[src/rtl/fifo_line_rd_ctrl.sv]
// Read-side line controller: waits for FIFO fill, pops one line, streams it with sol/eol.
// Optional FIFO_LINE_RD_UNDERRUN_CNT_EN adds the saturating underrun_cnt_o counter.
module fifo_line_rd_ctrl #(
    parameter int unsigned DATA_WIDTH  = 32,
    parameter int unsigned DEPTH_WIDTH = 10,
    parameter int unsigned RD_LATENCY  = 1,
    parameter int unsigned LINE_LEN    = 640,
    parameter int unsigned START_LEVEL = 16,
    parameter int unsigned SKID_DEPTH  = 4
) (
    input  logic                  rd_clk_i,
    input  logic                  rd_rst_i,
    input  logic                  line_req_i,
    output logic                  busy_o,
    output logic                  line_done_o,
    output logic                  underrun_o,
    output logic                  fifo_rd_en_o,
    input  logic [DATA_WIDTH-1:0] fifo_rd_data_i,
    input  logic                  fifo_rd_empty_i,
    input  logic [DEPTH_WIDTH:0]  fifo_rd_water_level_i,
    output logic                  out_valid_o,
    input  logic                  out_ready_i,
    output logic [DATA_WIDTH-1:0] out_data_o,
    output logic                  out_sol_o,
`ifdef FIFO_LINE_RD_UNDERRUN_CNT_EN
    output logic                  out_eol_o,
    output logic [15:0]           underrun_cnt_o
`else
    output logic                  out_eol_o
`endif
);

    localparam int unsigned PtrW = (SKID_DEPTH > 1) ? $clog2(SKID_DEPTH) : 1;
    localparam int unsigned CntW = $clog2(SKID_DEPTH + RD_LATENCY + 1);

    localparam logic [11:0]            LastBeat  = 12'(LINE_LEN - 1);
    localparam logic [DEPTH_WIDTH:0]   StartLvl  = (DEPTH_WIDTH + 1)'(START_LEVEL);
    localparam logic [CntW-1:0]        SkidDepth = CntW'(SKID_DEPTH);
    localparam logic [PtrW-1:0]        PtrLast   = PtrW'(SKID_DEPTH - 1);

    localparam logic [1:0] StIdle    = 2'd0;
    localparam logic [1:0] StWaitLvl = 2'd1;
    localparam logic [1:0] StStream  = 2'd2;
    localparam logic [1:0] StDrain   = 2'd3;

    logic [1:0]            state_q, state_d;
    logic [11:0]           pop_cnt_q, pop_cnt_d;
    logic [11:0]           beat_q, beat_d;
    logic [RD_LATENCY-1:0] vld_q, vld_d;
    logic [DATA_WIDTH-1:0] skid_mem_q [SKID_DEPTH];
    logic [PtrW-1:0]       wr_ptr_q, rd_ptr_q;
    logic [CntW-1:0]       skid_cnt_q, skid_cnt_d;
    logic [CntW-1:0]       inflight;
    logic                  line_done_q;
    logic                  accept, rd_en, skid_push, hs, eol_hs;

    function automatic logic [PtrW-1:0] ptr_inc(input logic [PtrW-1:0] p);
        return (p == PtrLast) ? '0 : p + 1'b1;
    endfunction

    always_comb begin
        inflight = '0;
        for (int i = 0; i < int'(RD_LATENCY); i++) begin
            inflight = inflight + CntW'(vld_q[i]);
        end
    end

    // Credit covers words still in the read pipe, so the skid can never overflow.
    assign accept    = (state_q == StIdle) & line_req_i;
    assign rd_en     = (state_q == StStream) & ~fifo_rd_empty_i &
                       ((inflight + skid_cnt_q) < SkidDepth);
    assign skid_push = vld_q[RD_LATENCY-1];
    assign hs        = out_valid_o & out_ready_i;
    assign eol_hs    = hs & (beat_q == LastBeat);

    always_comb begin
        state_d = state_q;
        case (state_q)
            StIdle:    if (line_req_i) state_d = StWaitLvl;
            StWaitLvl: if ((fifo_rd_water_level_i >= StartLvl) && !fifo_rd_empty_i) begin
                state_d = StStream;
            end
            StStream:  if (rd_en && (pop_cnt_q == LastBeat)) state_d = StDrain;
            StDrain:   if (eol_hs) state_d = StIdle;
            default:   state_d = StIdle;
        endcase
    end

    always_comb begin
        pop_cnt_d = pop_cnt_q;
        if (accept) begin
            pop_cnt_d = '0;
        end else if (rd_en) begin
            pop_cnt_d = pop_cnt_q + 12'd1;
        end

        beat_d = beat_q;
        if (accept || eol_hs) begin
            beat_d = '0;
        end else if (hs) begin
            beat_d = beat_q + 12'd1;
        end

        vld_d[0] = rd_en;
        for (int i = 1; i < int'(RD_LATENCY); i++) begin
            vld_d[i] = vld_q[i-1];
        end

        skid_cnt_d = skid_cnt_q + CntW'(skid_push) - CntW'(hs);
    end

    always_ff @(posedge rd_clk_i or posedge rd_rst_i) begin
        if (rd_rst_i) begin
            state_q     <= StIdle;
            pop_cnt_q   <= '0;
            beat_q      <= '0;
            vld_q       <= '0;
            skid_cnt_q  <= '0;
            line_done_q <= 1'b0;
        end else begin
            state_q     <= state_d;
            pop_cnt_q   <= pop_cnt_d;
            beat_q      <= beat_d;
            vld_q       <= vld_d;
            skid_cnt_q  <= skid_cnt_d;
            line_done_q <= eol_hs;
        end
    end

    always_ff @(posedge rd_clk_i or posedge rd_rst_i) begin
        if (rd_rst_i) begin
            for (int i = 0; i < int'(SKID_DEPTH); i++) begin
                skid_mem_q[i] <= '0;
            end
            wr_ptr_q <= '0;
            rd_ptr_q <= '0;
        end else begin
            if (skid_push) begin
                skid_mem_q[wr_ptr_q] <= fifo_rd_data_i;
                wr_ptr_q             <= ptr_inc(wr_ptr_q);
            end
            if (hs) begin
                rd_ptr_q <= ptr_inc(rd_ptr_q);
            end
        end
    end

    assign busy_o       = (state_q != StIdle);
    assign line_done_o  = line_done_q;
    assign underrun_o   = (state_q == StStream) & fifo_rd_empty_i;
    assign fifo_rd_en_o = rd_en;
    assign out_valid_o  = (skid_cnt_q != '0);
    assign out_data_o   = skid_mem_q[rd_ptr_q];
    assign out_sol_o    = out_valid_o & (beat_q == 12'd0);
    assign out_eol_o    = out_valid_o & (beat_q == LastBeat);

`ifdef FIFO_LINE_RD_UNDERRUN_CNT_EN
    logic [15:0] underrun_cnt_q;

    always_ff @(posedge rd_clk_i or posedge rd_rst_i) begin
        if (rd_rst_i) begin
            underrun_cnt_q <= '0;
        end else if (accept) begin
            underrun_cnt_q <= '0;
        end else if (underrun_o && (underrun_cnt_q != 16'hFFFF)) begin
            underrun_cnt_q <= underrun_cnt_q + 16'd1;
        end
    end

    assign underrun_cnt_o = underrun_cnt_q;
`endif

endmodule

[config.mk]
export PLATFORM = sky130hd
export DESIGN_NAME = fifo_line_rd_ctrl
export DESIGN_NICKNAME = d
export VERILOG_FILES = /design/src/rtl/fifo_line_rd_ctrl.sv
export SDC_FILE = /design/constraint.sdc
export NUM_CORES = 1
export LEC_CHECK = 0
export ABC_AREA = 1
export BUFFER_PORTS_ARGS = -buffer_cell sky130_fd_sc_hd__clkbuf_2
export CORE_ASPECT_RATIO = 0.6
export CORE_MARGIN = 4
export CORE_UTILIZATION = 40
export CTS_CLUSTER_SIZE = 20
export DETAILED_ROUTE_END_ITERATION = 6
export PLACE_DENSITY_LB_ADDON = 0.12
export SYNTH_ARGS = -nofsm -noshare
export SYNTH_HDL_FRONTEND = slang
export SYNTH_SLANG_ARGS = --single-unit
[constraint.sdc]
create_clock -name rd_clk_i -period 4.9 [get_ports rd_clk_i]
set_input_delay 0.245 -clock rd_clk_i [delete_from_list [all_inputs] [get_ports rd_clk_i]]
set_output_delay 0.245 -clock rd_clk_i [all_outputs]
set_load 0.02 [all_outputs]
---- Word level (Yosys, flattened, before mapping) ----
Index checks and enable logic that the tools add are counted.
storage, ports and cells
  input port bits ......................... 48
  word-level logic and storage cells ...... 74
  output and inout port bits .............. 39
  bits in registers ....................... 163
operators by class
  reductions and logical operators ........ 12
  bitwise gates (word level) .............. 11
  order comparisons ....................... 5
  equality and inequality tests ........... 11
  multiplexer cells ....................... 17
  add/subtract/negate cells ............... 6
operators with widths
  operator                                                                              number
  128-bit bitwise mux                                                                   1
  32-bit two-way mux                                                                    3
  32-bit binary-select mux with 2-bit select                                            1
  32-bit demux with 2-bit select                                                        1
  12-bit two-way mux                                                                    4
  12-bit by 1-bit adder with 12-bit output, second input constant                       2
  12-bit by 10-bit == test with 1-bit output, second input constant                     2
  12-bit zero test                                                                      1
  2-bit two-way mux                                                                     6
  11-bit by 5-bit greater-or-equal comparator with 1-bit output, second input constant  1
  1-bit AND                                                                             8
  2-bit == test, second input constant                                                  4
  2-bit case mux with 4 select lines                                                    1
  3-bit greater-or-equal comparator, second input constant                              2
  2-bit inequality test, second input constant                                          3
  2-bit NOT with 3-bit output                                                           2
  2-bit nonzero test                                                                    3
  2-bit by 1-bit adder with 2-bit output, second input constant                         2
  4-bit AND reduction                                                                   1
  3-bit by 1-bit adder with 3-bit output                                                1
  1-bit logical AND                                                                     3
  3-bit by 1-bit less-than comparator with 1-bit output, second input constant          1
  3-bit less-than comparator, second input constant                                     1
  3-bit nonzero test                                                                    1
  7 further kinds                                                                       7

---- Logic depth before layout (Yosys ltp) ----
  word-level depth ........................ 6
  gate-level depth with buffers ........... 12
  depth with buffers taken out ............ 12

---- Least setup slack after synthesis ----
Ideal clock, no wire load.
  kind .................................... register to output
  start point ............................. register beat_q[0]
  end point ............................... output port out_eol_o
  cell stages (with the launch flop) ...... 6
  arrival time ............................ 1,407 ps
  required time ........................... 4,655 ps
  setup slack ............................. 3,248 ps
  path buffers ............................ 0
  cells stage by stage .................... dfrtp_1 ha_1 nand3_2 nor3_4 inv_1 nor3_1
on the way
  longest elaborated chain between the ends .. 2
RTL lines
  element                                     line  source
  from (decl)                                 48    logic [11:0] beat_q, beat_d;
  from (signal assigned)                      123   beat_q <= beat_d;
  12-bit by 10-bit == test with 1-bit output  155   assign out_eol_o = out_valid_o & (beat_q == LastBeat);
  1-bit AND                                   155
  to (decl)                                   29    output logic out_eol_o
No other way between the ends.

---- Worst setup path after layout ----
  start point ............................. register rd_ptr_q[0]
  end point ............................... output port out_data_o[25]
on the way
  longest elaborated chain between the ends .. 4
RTL lines
  element                                                 line  source
  from (decl)                                             51    logic [PtrW-1:0] wr_ptr_q, rd_ptr_q;
  from (signal assigned)                                  143   rd_ptr_q <= ptr_inc(rd_ptr_q);
  2-bit NOT with 3-bit output (not written as such)       153   assign out_data_o = skid_mem_q[rd_ptr_q];
  32-bit binary-select mux with 2-bit select              153
  32-bit two-way mux (not written as such) (2 in series)  153
  to (decl)                                               23    output logic [DATA_WIDTH-1:0] out_data_o,
No other way between the ends. The select of a mux whose other input is x is not followed.

==> flow_summary_export.csv <==
group,metric,value,unit
worst_setup_path,cp_slowest_cell,"inv_2",
layout,final_core_util,47.7,%
worst_setup_path,start_kind,"flip-flop",
worst_setup_path,reg2regPathDepth,12,
cts,cts-resized-gates,0,
global_route,busiest_layer,"met1",
status,violations,"negative hold slack",
timing,tightest_slew,1.16,ns
cts,tritoncts,"built",
timing,setup_tns,0,ns
cts,cts_hold_buffers,0,
timing,rsz0062_at_grt,"no",
yosys,ys_types,28,
global_route,grt-ovfl-total,0,
place,dp.final_hpwl,10.7,mm
layout,mostFrequentLayoutCells,"o21ai_0, nand2_1, dfrtp_1",
place,place_inst,1185,
power_and_ir_drop,swShare,40.4,%
worst_setup_path,critPathMaxStageDelay,0.74,ns
worst_setup_path,timing.rr.end,"pop_cnt_q[9]$_DFFE_PP0P_",
timing,hold_viol,30,
power_and_ir_drop,vdd_drop_max,0.286,mV
run,drv_cap,0,
global_route,grt_util_all_layers,17.8,%
timing,final.min_clock_period,2.59,ns
worst_setup_path,path_class,"flip-flop to output port",
yosys,avgSynthCellArea,8.36,um^2
timing,whs,-0.0282,ns
cts,clk_latency,0.42,ns
yosys,ys_seq_elements,163,
global_route,grt_pass1_wl,30.1,mm
min_path,holdCritPathClass,"input pin to async pin",
detailed_routing,routed-via-count,6103,
floorplan,rows,38,
worst_setup_path,crit_chain,"inv_2 > buf_4 > o21ai_0 > o22ai_1 > clkbuf_2",
detailed_routing,drt-total-wl,18.0,mm
status,status,"complete, but fails checks",
global_route,grt_pass1_vias,5730,
power_and_ir_drop,power.switching,2.35,mW
power_and_ir_drop,p_clk_share,22.9,%
timing,max_freq,386,MHz
layout,drive_gt1_share,15.0,%
floorplan,fp.coreArea,18300,um^2
cts,path_clk_slew,0.06,ns
timing,fin_skew,0.00859,ns
power_and_ir_drop,power,5.83,mW
global_route,grt_use_met3,3.87,%
power_and_ir_drop,p_seq_share,39.0,%
place,io_buffers,82,
cts,clockBufferDepth,2,
worst_setup_path,crit_start,"rd_ptr_q[0]$_DFFE_PP0P_",
global_route,met2_usage,25.6,%
timing,period_share,52.9,%
detailed_routing,drt_iter0_drc,517,
layout,antenna_cells,0,
yosys,syn_nets,969,
worst_setup_path,crit_family,"buffers and inverters",
worst_setup_path,cp.depth,5,
timing,setup_violations,0,
power_and_ir_drop,power.density,667,nW/um^2
power_and_ir_drop,p_int,3.47,mW
power_and_ir_drop,comb_power_share,38.2,%
layout,instances_no_fill,1216,
floorplan,fp.dieH,115,um
power_and_ir_drop,cellLeakagePower,4.31,nW
cts,clockRootBuffer,"clkbuf_16",
detailed_routing,vias_per_cell,5.02,
worst_setup_path,path_buf_inv,3,
floorplan,start_util,41.3,%
detailed_routing,first_pass_iters,5,
yosys,synth_warnings,0,
global_route,grt_max_degree,89,
layout,final_common_cell,"o21ai_0",
timing,report.final.slew_viol_count,0,
cts,cts_setup_buffers,0,
cts,numCtsBuffers,17,
global_route,antenna_found_initial,0,
place,place.gp.congestion,0.776,
worst_setup_path,crit_fanout,56,
worst_setup_path,r2r-start,"skid_push$_DFF_PP0_",
worst_setup_path,worstPathRequired,4.66,ns
layout,nNetsFinal,1028,
yosys,synth_cells,905,
floorplan,die_w,186,um
timing,relSlewSlack,22.1,%
detailed_routing,drcViolationCount,0,
yosys,synth.yosys.seq_area_share,53.9,%
detailed_routing,route.detailed.wl_per_inst,14.8,um
worst_setup_path,cp-end-kind,"output port",
worst_setup_path,r2r_slack,2.67,ns
cts,clkSinkCount,163,
detailed_routing,detail-route-antenna-nets,0,
layout,area_growth,15.6,%
floorplan,die-area,21200,um^2
worst_setup_path,arrival,2.35,ns
layout,n_fill_cell,1782,
yosys,syn_area,7560,um^2
global_route,grt_use_met1,27.4,%
floorplan,ios,87,
cts,htreeDepth,4,
power by group through the flow:
stage	sequential, mW	clock (mW)	combinational, mW
after floorplan	2.20	0	1.63
after global placement	2.28	0	2.22
after detailed placement	2.28	0	2.25
after CTS	2.26	1.36	2.25
after global routing	2.35	1.42	2.55
final	2.27	1.33	2.22
worst register-to-register path, stage by stage, from the launching register on:
cell     delay (ns)
dfrtp_1        0.55
ha_1           0.23
ha_1           0.17
inv_1          0.04
nand2_1        0.05
nand2_1        0.09
nor2_2         0.42
nand3_1        0.20
nor2_1         0.14
nand2_1        0.08
nand2_1        0.06
nand2_1        0.05
nor2_1         0.10
layer usage:
metal,routed length [um],part of all wire (%),vias to the layer above
met4,151,0.84,0
met1,9610,53,2880
met2,7430,41,127
met3,778,4.3,11
li1,-,-,3085
met5,0,0,-
kinds of logic (layout without fill, tap and decap cells):
group | Yosys count | count (layout) | share of synthesized area, %
and+or+nand+nor | 332 | 332 | 18.5
AOI/OAI and AO/OA | 259 | 259 | 17.7
DFF | 163 | 163 | 53.9
buffers and inverters | 131 | 202 | 6.78
adders and majority gates | 16 | 16 | 2.65
xor gates and xnor gates | 4 | 4 | 0.463
cells in the mapped netlist, drive strengths merged:
cell type | number | share of area (%)
o22ai | 32 | 2.6
or2 | 2 | 0.17
nor4 | 1 | 0.083
nand3 | 19 | 1.5
inv | 82 | 4.1
nor3 | 13 | 1.2
o211ai | 1 | 0.099
o21ai | 216 | 14
and2 | 1 | 0.083
ha | 16 | 2.6
clkbuf | 36 | 1.8
and3 | 1 | 0.083
xnor2 | 1 | 0.12
a21oi | 10 | 0.66
buf | 13 | 0.93
dfrtp | 163 | 54
xor2 | 3 | 0.35
nand2 | 190 | 9.8
nand4 | 8 | 0.66
nor2 | 97 | 4.9
final cells by class:
class | instances | area (um^2) | area share [%]
multi-input combinational | 611 | 2980 | 34.1
sequential | 163 | 4080 | 46.7
clock buffer | 22 | 494 | 5.65
inverter | 82 | 313 | 3.58
tap | 240 | 300 | 3.44
timing repair buffer | 89 | 475 | 5.44
clock inverter | 9 | 96.3 | 1.10
sequential cells by signal (all words and copies together), names as in the netlist:
name,cells
beat_q,12
skid_cnt_q,3
skid_mem_q,128
wr_ptr_q,2
rd_ptr_q,2
pop_cnt_q,12
skid_push,1
line_done_o,1
state_q,2
worst max-delay path by stage:
stage | to
detailed placement | pop_cnt_q[5]$_DFFE_PP0P_
floorplan | beat_q[0]$_DFFE_PP0P_
finish | out_data_o[25]
CTS | out_data_o[24]
global route | out_data_o[22]
global placement | pop_cnt_q[5]$_DFFE_PP0P_
through the flow:
stage,worst slack [ns],hold slack (ns),cell area (um^2)
floorplan,0.250,0.357,7560
global placement,2.68,0.462,8150
finish,2.31,-0.0282,8740
global route,2.12,0.0594,8740
detailed placement,2.65,0.468,8150
CTS,2.34,0.0212,8740
(Power assumes the default switching activity.)
